**config.mk**
```make
export PLATFORM = sky130hd
export DESIGN_NAME = mc_control_fsm
export DESIGN_NICKNAME = d
export VERILOG_FILES = /design/src/rtl/mc_pkg.sv /design/src/rtl/mc_alu_decoder.sv /design/src/rtl/mc_control_fsm.sv
export SDC_FILE = /design/constraint.sdc
export NUM_CORES = 1
export LEC_CHECK = 0
export CAP_MARGIN = 0
export CORE_MARGIN = 1.5
export CORE_UTILIZATION = 41
export CTS_BUF_LIST = sky130_fd_sc_hd__clkbuf_8
export DETAILED_ROUTE_END_ITERATION = 8
export PLACE_DENSITY = 0.87
export SLEW_MARGIN = 10
export SYNTH_ARGS = -nofsm -noshare
export SYNTH_HDL_FRONTEND = slang
export SYNTH_HIERARCHICAL = 1
export SYNTH_SLANG_ARGS = --single-unit
export TNS_END_PERCENT = 20
```
**constraint.sdc**
```tcl
create_clock -name clk -period 6 [get_ports clk]
set_input_delay 0.9 -clock clk [delete_from_list [all_inputs] [get_ports clk]]
set_output_delay 0.9 -clock clk [all_outputs]
set_load 0.01 [all_outputs]
```
**src/rtl/mc_pkg.sv**
```systemverilog
// rtl/mc_pkg.sv - shared encodings for the multi-cycle MIPS main controller
package mc_pkg;

    // Controller states; the numeric values are visible on state_o.
    typedef enum logic [3:0] {
        S_FETCH   = 4'd0,
        S_DECODE  = 4'd1,
        S_MEMADR  = 4'd2,
        S_MEMRD   = 4'd3,
        S_MEMWB   = 4'd4,
        S_MEMWR   = 4'd5,
        S_EXECUTE = 4'd6,
        S_ALUWB   = 4'd7,
        S_BRANCH  = 4'd8,
        S_ADDIEX  = 4'd9,
        S_ADDIWB  = 4'd10,
        S_JUMP    = 4'd11
    } state_t;

    // Primary opcodes, instr[31:26]
    localparam logic [5:0] OP_RTYPE = 6'b000000;
    localparam logic [5:0] OP_LW    = 6'b100011;
    localparam logic [5:0] OP_SW    = 6'b101011;
    localparam logic [5:0] OP_BEQ   = 6'b000100;
    localparam logic [5:0] OP_BNE   = 6'b000101;
    localparam logic [5:0] OP_ADDI  = 6'b001000;
    localparam logic [5:0] OP_J     = 6'b000010;

    // R-type function codes, instr[5:0]
    localparam logic [5:0] FN_ADD = 6'b100000;
    localparam logic [5:0] FN_SUB = 6'b100010;
    localparam logic [5:0] FN_AND = 6'b100100;
    localparam logic [5:0] FN_OR  = 6'b100101;
    localparam logic [5:0] FN_SLT = 6'b101010;

    // ALUOp from the main FSM to the ALU decoder
    localparam logic [1:0] ALUOP_ADD   = 2'b00;
    localparam logic [1:0] ALUOP_SUB   = 2'b01;
    localparam logic [1:0] ALUOP_FUNCT = 2'b10;

    // ALUControl to the datapath ALU
    localparam logic [2:0] ALU_AND = 3'b000;
    localparam logic [2:0] ALU_OR  = 3'b001;
    localparam logic [2:0] ALU_ADD = 3'b010;
    localparam logic [2:0] ALU_SUB = 3'b110;
    localparam logic [2:0] ALU_SLT = 3'b111;

endpackage

```
**src/rtl/mc_alu_decoder.sv**
```systemverilog
// rtl/mc_alu_decoder.sv - combinational ALUOp/funct to ALUControl decode
// Ports:
//   alu_op      in  2  operation class from the main FSM
//   funct       in  6  instr[5:0], consulted only for ALUOp=10
//   alu_control out 3  ALU operation select
module mc_alu_decoder
    import mc_pkg::*;
(
    input  logic [1:0] alu_op,
    input  logic [5:0] funct,
    output logic [2:0] alu_control
);

    always_comb begin
        alu_control = ALU_ADD;
        case (alu_op)
            ALUOP_ADD: alu_control = ALU_ADD;
            ALUOP_SUB: alu_control = ALU_SUB;
            ALUOP_FUNCT: begin
                case (funct)
                    FN_ADD:  alu_control = ALU_ADD;
                    FN_SUB:  alu_control = ALU_SUB;
                    FN_AND:  alu_control = ALU_AND;
                    FN_OR:   alu_control = ALU_OR;
                    FN_SLT:  alu_control = ALU_SLT;
                    default: alu_control = ALU_ADD;
                endcase
            end
            default: alu_control = ALU_ADD;
        endcase
    end

endmodule

```
**src/rtl/mc_control_fsm.sv**
```systemverilog
// rtl/mc_control_fsm.sv - multi-cycle MIPS main controller (Moore FSM)
// Optional feature macro: MC_BNE_EN (adds bne, branching when zero=0).
// Ports:
//   clk, reset             clock; asynchronous active-high reset to FETCH
//   opcode, funct          instruction fields from the IR
//   zero                   ALU zero flag, used combinationally for pc_en
//   pc_en                  PC load = PCWrite | (Branch & branch_cond)
//   IorD, MemWrite         memory address select / write enable
//   IRWrite                instruction register load
//   RegDst, MemtoReg       register-file A3 / WD3 selects
//   RegWrite               register-file write enable
//   ALUSrcA, ALUSrcB       ALU operand selects
//   ALUControl             ALU operation
//   PCSrc                  next-PC source select
//   state_o                current state
module mc_control_fsm
    import mc_pkg::*;
#(
    parameter int STATE_W = 4
) (
    input  logic               clk,
    input  logic               reset,
    input  logic [5:0]         opcode,
    input  logic [5:0]         funct,
    input  logic               zero,
    output logic               pc_en,
    output logic               IorD,
    output logic               MemWrite,
    output logic               IRWrite,
    output logic               RegDst,
    output logic               MemtoReg,
    output logic               RegWrite,
    output logic               ALUSrcA,
    output logic [1:0]         ALUSrcB,
    output logic [2:0]         ALUControl,
    output logic [1:0]         PCSrc,
    output logic [STATE_W-1:0] state_o
);

    state_t     state;
    state_t     state_next;
    logic       pc_write;
    logic       branch;
    logic       branch_cond;
    logic       mem_write_s;
    logic       ir_write_s;
    logic       reg_write_s;
    logic [1:0] alu_op;

    always_ff @(posedge clk or posedge reset) begin
        if (reset) begin
            state <= S_FETCH;
        end else begin
            state <= state_next;
        end
    end

    always_comb begin
        state_next  = S_FETCH;
        pc_write    = 1'b0;
        branch      = 1'b0;
        mem_write_s = 1'b0;
        ir_write_s  = 1'b0;
        reg_write_s = 1'b0;
        IorD        = 1'b0;
        RegDst      = 1'b0;
        MemtoReg    = 1'b0;
        ALUSrcA     = 1'b0;
        ALUSrcB     = 2'b00;
        PCSrc       = 2'b00;
        alu_op      = ALUOP_ADD;
        case (state)
            S_FETCH: begin
                ir_write_s = 1'b1;
                pc_write   = 1'b1;
                ALUSrcB    = 2'b01;
                state_next = S_DECODE;
            end
            S_DECODE: begin
                ALUSrcB = 2'b11;
                case (opcode)
                    OP_LW, OP_SW: state_next = S_MEMADR;
                    OP_RTYPE:     state_next = S_EXECUTE;
                    OP_BEQ:       state_next = S_BRANCH;
`ifdef MC_BNE_EN
                    OP_BNE:       state_next = S_BRANCH;
`endif
                    OP_ADDI:      state_next = S_ADDIEX;
                    OP_J:         state_next = S_JUMP;
                    default:      state_next = S_FETCH;
                endcase
            end
            S_MEMADR: begin
                ALUSrcA    = 1'b1;
                ALUSrcB    = 2'b10;
                state_next = (opcode == OP_LW) ? S_MEMRD : S_MEMWR;
            end
            S_MEMRD: begin
                IorD       = 1'b1;
                state_next = S_MEMWB;
            end
            S_MEMWB: begin
                reg_write_s = 1'b1;
                MemtoReg    = 1'b1;
            end
            S_MEMWR: begin
                IorD        = 1'b1;
                mem_write_s = 1'b1;
            end
            S_EXECUTE: begin
                ALUSrcA    = 1'b1;
                alu_op     = ALUOP_FUNCT;
                state_next = S_ALUWB;
            end
            S_ALUWB: begin
                reg_write_s = 1'b1;
                RegDst      = 1'b1;
            end
            S_BRANCH: begin
                ALUSrcA = 1'b1;
                alu_op  = ALUOP_SUB;
                branch  = 1'b1;
                PCSrc   = 2'b01;
            end
            S_ADDIEX: begin
                ALUSrcA    = 1'b1;
                ALUSrcB    = 2'b10;
                state_next = S_ADDIWB;
            end
            S_ADDIWB: begin
                reg_write_s = 1'b1;
            end
            S_JUMP: begin
                pc_write = 1'b1;
                PCSrc    = 2'b10;
            end
            default: state_next = S_FETCH;
        endcase
    end

    // The IR still holds the branch instruction in BRANCH, so opcode picks the sense.
`ifdef MC_BNE_EN
    assign branch_cond = (opcode == OP_BNE) ? ~zero : zero;
`else
    assign branch_cond = zero;
`endif

    // Write enables are gated by reset so an aborted instruction commits nothing.
    assign pc_en    = ~reset & (pc_write | (branch & branch_cond));
    assign MemWrite = ~reset & mem_write_s;
    assign IRWrite  = ~reset & ir_write_s;
    assign RegWrite = ~reset & reg_write_s;
    assign state_o  = STATE_W'(state);

    mc_alu_decoder u_alu_decoder (
        .alu_op      (alu_op),
        .funct       (funct),
        .alu_control (ALUControl)
    );

endmodule

```
After elaboration in Yosys (flattened, before gate mapping)
Index checks and enable logic that the tools add are counted.

word-level totals
  register bits = 4
  input bits = 15
  output and inout port bits = 19
  logic and storage cells = 55

cells by class
  equal/unequal tests = 22
  muxes and demuxes = 17
  bitwise logic cells = 7
  reductions and logical operators = 8

operator list
  kind                number
  $eq 6x6->1 const B  6
  $pmux 4 s6          1
  $pmux 4 s5          1
  $eq 4x3->1 const B  4
  $eq 4x4->1 const B  4
  $pmux 3 s4          1
  $mux 1              9
  $eq 4x2->1 const B  2
  $pmux 2 s2          2
  $reduce_or 2->1     4
  $eq 6x2->1 const B  1
  $eq 6x3->1 const B  1
  $eq 6x4->1 const B  1
  $logic_not 6->1     1
  $pmux 2 s3          1
  $pmux 3 s2          1
  $and 1x1->1         5
  $eq 4x1->1 const B  1
  $logic_not 4->1     1
  $reduce_or 4->1     1
  $mux 3              1
  $reduce_or 3->1     1
  $eq 2x1->1 const B  1
  $eq 2x2->1 const B  1
  other kinds (2)     2

Logic depth before layout (Yosys ltp)
Gate-level depths: netlist (run 1).

  word-level depth = 5
  gate-level depth with buffers = 6

Modules after synthesis
Netlist (run 1), hierarchy kept.

by module, submodules not included
  module          times used  cells each  area an instance (µm²)  sequential area each (µm²)
  mc_control_fsm  1           58          450.4                   100.1
  mc_alu_decoder  1           15          118.9                   0.0

Worst setup path after synthesis (run 1)
Ideal clock, no wire load.

  path kind = reg-to-output
  start point = reg state[2] (netlist: state_o[2])
  end point = out ALUControl[2]
  data arrival time = 1.863 ns
  path slack = 3.237 ns
  cell stages (with the launch flop) = 7
  buffers on the path = 1
  cells stage by stage = dfrtp_1 -> buf_4 -> nor4b_1 -> inv_1 -> ha_1 -> nand4bb_1 -> o22ai_1

between the ends
  longest elaborated chain between the ends = 4
  elaborated cells between the ends (all ways) = 6
  classes of those cells = eq/ne: 4; mux: 2

RTL lines
  item                                      line                  text
  start, declared                           mc_control_fsm.sv:40  state_t state;
  start signal, assigned                    mc_control_fsm.sv:54  state <= state_next;
  $eq 4x4->1 or $eq 4x3->1 (tied branches)  mc_control_fsm.sv:72  case (state)
  $pmux 2 s2 *                              mc_control_fsm.sv:72
  net alu_op[0]                             mc_control_fsm.sv:48  logic [1:0] alu_op;
  $eq 2x2->1 or $eq 2x1->1 (tied branches)  mc_alu_decoder.sv:16  case (alu_op)
  $pmux 3 s2 *                              mc_alu_decoder.sv:16
  end, declared                             mc_control_fsm.sv:35  output logic [2:0] ALUControl,

The timed path passes the listed nets; every way through them passes the cells marked *.

Final worst setup path (run 1)
Same ends and word-level chain as after synthesis.

==> results.py, run 1 <==
metrics = {
    "yosys": {
        "syn-cell-area_um2": 569.3,
        "syn_avg_cell_area_um2": 7.799,
        "syn_inst": 73,
        "syn-num-nets": 90,
        "yosys_warnings": 6,
        "async_flop_share": 1.000,
        "ys.flop_type": "dfrtp_1",
        "synth_edf_count": 0,
        "yosysUniqueCellTypes": 34,
        "yosysSeqAreaShare": 0.1758,
        "ys_ff_latch": 4,
    },
    "clocking": {
        "root_buffer": "clkbuf_8",
        "post_cts_resized": 0,
        "cts_buffer_depth": 2,
        "cts_tree": "yes",
        "clkTransAtPathRegs_ns": 0.03,
        "postCtsSetupRepairBufs": 0,
        "postCtsHoldBufs": 0,
        "numClockSinks": 4,
        "cts_buffers": 3,
        "insertion_delay_ns": 0.21,
        "cts_max_level": 1,
    },
    "power": {
        "swShare": 0.3704,
        "cellPowerDensity_nw_per_um2": 243.0,
        "p_int_w": 0.0001424,
        "pwr-share-clk": 0.241,
        "power_frac_comb": 0.505,
        "leakagePower_nw": 0.3280,
        "seqPwrFrac": 0.254,
        "peakVddDrop_mv": 0.2363,
        "switchingPower_w": 0.00008376,
    },
    "floorplan": {
        "start_util": 0.4375,
        "placement_rows": 13,
        "design.core.area_um2": 1301,
        "die-height_um": 40.26,
        "dieArea_um2": 1621,
        "dieWidth_um": 40.26,
        "io_pins": 34,
    },
    "finish": {
        "nFillCells": 116,
        "area_growth_pct": 63.52,
        "largest_reg_flops": 4,
        "diodes": 0,
        "nets": 124,
        "layout.cells.non_filler": 120,
        "drive_above_1_share": 0.06667,
    },
    "setup_path": {
        "required_ns": 5.10,
        "cp_num_cells": 6,
        "worstSetupEndpoint": "ALUControl[2]",
        "cp_cell_sequence": "nor4b_1 > inv_1 > ha_1 > nand4bb_1 > o22ai_1 > clkdlybuf4s50_1",
        "critPathTopFamily": "simple AND/OR/NAND/NOR gates",
        "crit_buf_inv": 2,
        "cp.arrival_ns": 2.64,
        "max_stage_delay_ns": 0.57,
        "r2r_start": "state_o[0]$_DFF_PP0_",
        "r2r_end": "state_o[1]$_DFF_PP0_",
        "worst_setup_path_start_kind": "flop",
        "worst_path_max_delay_cell": "dfrtp_1",
        "reg2regPathDepth": 3,
        "end_kind": "output pin",
        "path_class": "flop to output pin",
        "rrSetupSlack_ns": 4.60,
        "worstSetupStartpoint": "state_o[2]$_DFF_PP0_",
        "path_max_fanout": 17,
    },
    "detailed_routing": {
        "avgViaCountPerCell": 5.775,
        "routedWlPerCell_um": 13.91,
        "drcViolationCount": 0,
        "wirelength_um": 1669,
        "dr.pass1.iters": 4,
        "vias": 693,
        "drt_iter0_drc": 12,
        "ant_nets": 0,
    },
    "sta": {
        "skew_ns": 0.001778,
        "period_minus_slack_ns": 3.541,
        "rsz0062_at_grt": "no",
        "max_slew_margin": 0.6262,
        "slew_violations": 0,
        "period_share": 0.5901,
        "hold_violations": 0,
        "worst_slew_pin_slew_ns": 0.5607,
        "clock.fmax_ghz": 0.2824,
        "timing.hold.ws_ns": 0.6803,
        "setup_viol": 0,
        "setup_tns_ns": 0,
    },
    "placement": {
        "gp_congestion": 0.7509,
        "hpwl_um": 1293,
        "dp.cells": 117,
        "io_buffers": 33,
    },
    "grt": {
        "grt_start_max_net_pins": 18,
        "grt_overflow": 0,
        "antenna_found_initial": 0,
        "grt_pass1_wl_um": 2456,
        "grtUsageTotal": 0.2221,
        "grt_pass1_vias": 617,
    },
    "worst_hold_path": {
        "hold_depth": 1,
        "hp-class": "flop to flop",
    },
    "flow_run": {
        "cap_violations": 0,
    },
    "status": {
        "status": "finished clean",
    },
}
==> metrics by stage <==
| step | setup slack [ns] | util | cell area (um^2) | total power, W |
|---|---|---|---|---|
| after floorplan | 3.237 | - | 569.3 | 0.0001114 |
| after global placement | 2.578 | 0.6837 | 889.6 | 0.0001683 |
| after detailed placement | 2.492 | 0.6837 | 889.6 | 0.0001713 |
| after CTS | 2.446 | 0.7154 | 930.9 | 0.0002280 |
| after global routing | 2.342 | 0.7154 | 930.9 | 0.0002420 |
| final | 2.459 | 0.7154 | 930.9 | 0.0002262 |
==> cells in the final DEF, fill, tap and decap left out, types with 3 or more instances in the layout <==
cell / n
inv_1: 6
dfrtp_1: 4
clkbuf_8: 3
nor2_1: 7
clkdlybuf4s50_1: 33
nor3_1: 6
nand2_1: 4
a31oi_1: 3
a21oi_1: 6
or3b_1: 3
nand2b_1: 3
==> synth_stat cells (2+ instances only) <==
| cell | instances | area share |
|---|---|---|
| ha_1 | 2 | 0.044 |
| a31oi_1 | 3 | 0.033 |
| nor3_1 | 6 | 0.053 |
| nand2_1 | 4 | 0.026 |
| buf_2 | 2 | 0.018 |
| inv_1 | 6 | 0.040 |
| nand4bb_1 | 2 | 0.040 |
| a21oi_1 | 6 | 0.053 |
| nor2_1 | 7 | 0.046 |
| dfrtp_1 | 4 | 0.18 |
| nor4b_1 | 2 | 0.031 |
| or3b_1 | 3 | 0.046 |
| nand4_1 | 2 | 0.022 |
| nand2b_1 | 3 | 0.033 |
| nand3_1 | 2 | 0.018 |
==> kinds of logic (layout without fill, tap and decap cells) <==
family,after synthesis,after routing,synth area share
DFF,4,4,0.1758
buffers and inverters,10,42,0.09011
adders and majority gates,2,2,0.04395
AOI/OAI and AO/OA,16,16,0.2110
and+or+nand+nor,39,39,0.4484
xor gates and xnor gates,2,2,0.03077
==> routing by layer <==
layer	wire (um)	up-vias	global-route usage	part of all wire
met5	0	-	0	0
met4	0	0	0.05000	0
met3	120	0	0.01111	0.072
met2	903	26	0.4556	0.54
met1	645	323	0.2424	0.39
li1	-	344	-	-
==> power groups by stage <==
stage	combinational, W	sequential (W)	clock (W)
finish	0.000114	0.0000574	0.0000545
global route	0.000123	0.0000613	0.0000579
detailed placement	0.000114	0.0000573	0
CTS	0.000115	0.0000570	0.0000561
global placement	0.000111	0.0000572	0
floorplan	0.0000675	0.0000439	0
==> worst min-delay path by stage <==
stage	from	to
floorplan	reset	state_o[0]$_DFF_PP0_
global placement	state_o[3]$_DFF_PP0_	state_o[0]$_DFF_PP0_
detailed placement	state_o[3]$_DFF_PP0_	state_o[0]$_DFF_PP0_
CTS	state_o[3]$_DFF_PP0_	state_o[0]$_DFF_PP0_
global route	state_o[3]$_DFF_PP0_	state_o[0]$_DFF_PP0_
finish	state_o[3]$_DFF_PP0_	state_o[0]$_DFF_PP0_
==> worst reg2reg max path: cells and delay by family (launching register included) <==
family	cells	cell delay, ns
simple gates	2	0.56
compound gates	1	0.22
flops	1	0.53
==> cell type report <==
cell class	instances	area [um^2]	share of cell area
tap	15	18.77	0.02016
sequential	4	100.1	0.1075
clock buffer	3	41.29	0.04435
inverter	6	22.52	0.02419
timing repair buffer	33	330.3	0.3548
multi-input combinational	59	417.9	0.4489
Power figures use the tool's default switching activity.
==> run 2, diff against run 1 <==
--- a/config.mk
+++ b/config.mk
@@ -7,10 +7,10 @@
 export LEC_CHECK = 0
 export CAP_MARGIN = 0
 export CORE_MARGIN = 1.5
-export CORE_UTILIZATION = 41
+export CORE_UTILIZATION = 38
 export CTS_BUF_LIST = sky130_fd_sc_hd__clkbuf_8
 export DETAILED_ROUTE_END_ITERATION = 8
-export PLACE_DENSITY = 0.87
+export PLACE_DENSITY = 0.81
 export SLEW_MARGIN = 10
 export SYNTH_ARGS = -nofsm -noshare
 export SYNTH_HDL_FRONTEND = slang
==> constraint.sdc (replaced) <==
create_clock -name clk -period 3.46 [get_ports clk]
set_input_delay 0.519 -clock clk [delete_from_list [all_inputs] [get_ports clk]]
set_output_delay 0.519 -clock clk [all_outputs]
set_load 0.01 [all_outputs]
==> run 2 against run 1 <==
Effect of this change: clock-buffer cell count unchanged; cell area rose by 0.81%; via count up 2.3%; die area increased by 7.3%; sequential cell count unchanged; largest cell class unchanged; largest power group unchanged.
==> results.py, run 2 (synthesis gave the netlist of run 1 again) <==
metrics = {
    "placement": {
        "place_area_um2": 897.1,
        "io_buffers": 33,
        "gp_congestion": 0.7739,
        "pre_cts_ws_ns": 0.6560,
        "hpwl_um": 1184,
    },
    "setup_path": {
        "rrSetupSlack_ns": 2.03,
        "cp_cell_sequence": "nor4b_1 > inv_1 > ha_1 > nand4bb_1 > o22ai_1 > clkdlybuf4s50_1",
        "worstSetupStartpoint": "state_o[1]$_DFF_PP0_",
        "r2r_start": "state_o[0]$_DFF_PP0_",
        "worst_path_max_delay_cell": "clkdlybuf4s50_1",
        "max_stage_delay_ns": 0.55,
        "path_class": "flop to output pin",
        "critPathTopFamily": "simple AND/OR/NAND/NOR gates",
        "path_max_fanout": 14,
        "required_ns": 2.94,
        "crit_buf_inv": 2,
        "cp.arrival_ns": 2.54,
        "worst_setup_path_start_kind": "flop",
        "r2r_end": "state_o[1]$_DFF_PP0_",
        "end_kind": "output pin",
        "reg2regPathDepth": 3,
    },
    "detailed_routing": {
        "dr.pass1.iters": 4,
        "highest_layer": "met4",
        "avgViaCountPerCell": 5.860,
        "met1_length_um": 700,
        "ant_nets": 0,
        "drt_iter0_drc": 12,
        "wirelength_um": 1653,
        "met3_length_um": 97,
        "drcViolationCount": 0,
        "routedWlPerCell_um": 13.66,
        "vias": 709,
        "wl_met2_um": 832,
    },
    "grt": {
        "grt_overflow": 0,
        "grt_pass1_vias": 603,
        "grt_start_max_net_pins": 17,
        "antenna_found_initial": 0,
        "grt_pass1_wl_um": 2601,
        "grtUsageTotal": 0.1867,
    },
    "clocking": {
        "clkTransAtPathRegs_ns": 0.03,
        "cts_tree": "yes",
        "postCtsSetupRepairBufs": 0,
        "numClockSinks": 4,
        "root_buffer": "clkbuf_8",
        "cts_buffer_depth": 2,
        "insertion_delay_ns": 0.22,
        "postCtsHoldBufs": 0,
        "post_cts_resized": 0,
        "cts_max_level": 1,
        "cts_buffers": 3,
    },
    "sta": {
        "setup_viol": 0,
        "period_minus_slack_ns": 3.054,
        "setup_tns_ns": 0,
        "max_slew_margin": 0.6847,
        "worst_slew_pin_slew_ns": 0.4729,
        "rsz0062_at_grt": "no",
        "slew_violations": 0,
        "fin_ws_ns": 0.4058,
        "period_share": 0.8827,
        "hold_violations": 0,
        "clock.fmax_ghz": 0.3274,
        "skew_ns": 0.005898,
    },
    "floorplan": {
        "start_util": 0.4217,
        "io_pins": 34,
        "dieArea_um2": 1739,
        "design.core.area_um2": 1350,
        "die-height_um": 41.71,
        "placement_rows": 13,
        "dieWidth_um": 41.71,
    },
    "finish": {
        "final_area_um2": 938.4,
        "regArea_um2": 100.1,
        "largest_reg_flops": 4,
        "nets": 125,
        "final_cell_mix": "33 x clkdlybuf4s50_1, 7 x nor2_1, 6 x a21oi_1, 6 x inv_1, 6 x nor3_1",
        "multiInputGateArea_um2": 417.9,
        "final_common_cell": "clkdlybuf4s50_1",
        "drive_above_1_share": 0.07547,
        "nFillCells": 114,
        "diodes": 0,
        "area_growth_pct": 64.84,
    },
    "flow_run": {
        "cap_violations": 0,
    },
    "power": {
        "peakVddDrop_mv": 0.4819,
        "cellPowerDensity_nw_per_um2": 425.3,
        "leakagePower_nw": 0.3334,
    },
    "status": {
        "status": "finished clean",
    },
    "worst_hold_path": {
        "hp-class": "input port to asynchronous set/reset pin",
    },
}
==> run 2: worst max path at each step <==
stage,slack (ns),cells after the start,to
after floorplan,1.08,6,ALUControl[2]
after global placement,0.70,6,ALUControl[2]
after detailed placement,0.66,6,ALUControl[2]
after CTS,0.40,6,ALUControl[2]
after global routing,0.25,6,ALUControl[2]
final,0.41,6,ALUControl[2]
==> run 2: worst register-to-register path: stages, from the launching register on <==
cell and delay, ns:
dfrtp_1 0.54, nand2b_1 0.27, or2_1 0.28, o221ai_1 0.24
==> run 2: metal layers <==
metal	track usage	up-vias
met2	0.3063	32
met3	0.04783	4
met1	0.2433	325
met4	0.04516	0
met5	0	-
li1	-	348
==> run 2: report_power, final <==
part	total [W]	switching [W]	internal [W]
clock network	0.0000983	0.0000242	0.0000742
registers	0.0000930	0.0000362	0.0000568
logic	0.000208	0.0000893	0.000119
==> run 2: final cells by class <==
type | instances | area share
repair buffers | 34 | 0.3600
well taps | 15 | 0.02000
clock buffers | 3 | 0.04400
flip-flops and latches | 4 | 0.1067
multi-input cells | 59 | 0.4453
inverters | 6 | 0.02400
==> run 2: per-stage QoR <==
| step | power, W | hold WS, ns | util | cells |
|---|---|---|---|---|
| floorplan | 0.0001932 | 0.2851 | - | 73 |
| global placement | 0.0002970 | 0.6604 | 0.6645 | 118 |
| detailed placement | 0.0002977 | 0.6652 | 0.6645 | 118 |
| CTS | 0.0003998 | 0.6236 | 0.6951 | 121 |
| global route | 0.0004210 | 0.6716 | 0.6951 | 121 |
| finish | 0.0003991 | 0.6202 | 0.6951 | 121 |
==> run 3, diff against run 2 <==
--- a/config.mk
+++ b/config.mk
@@ -11,6 +11,7 @@
 export CTS_BUF_LIST = sky130_fd_sc_hd__clkbuf_8
 export DETAILED_ROUTE_END_ITERATION = 8
 export PLACE_DENSITY = 0.81
+export SKIP_LAST_GASP = 1
 export SLEW_MARGIN = 10
 export SYNTH_ARGS = -nofsm -noshare
 export SYNTH_HDL_FRONTEND = slang
==> results of run 3 <==
Final layout, timing and power as in run 2 (identical DEF).
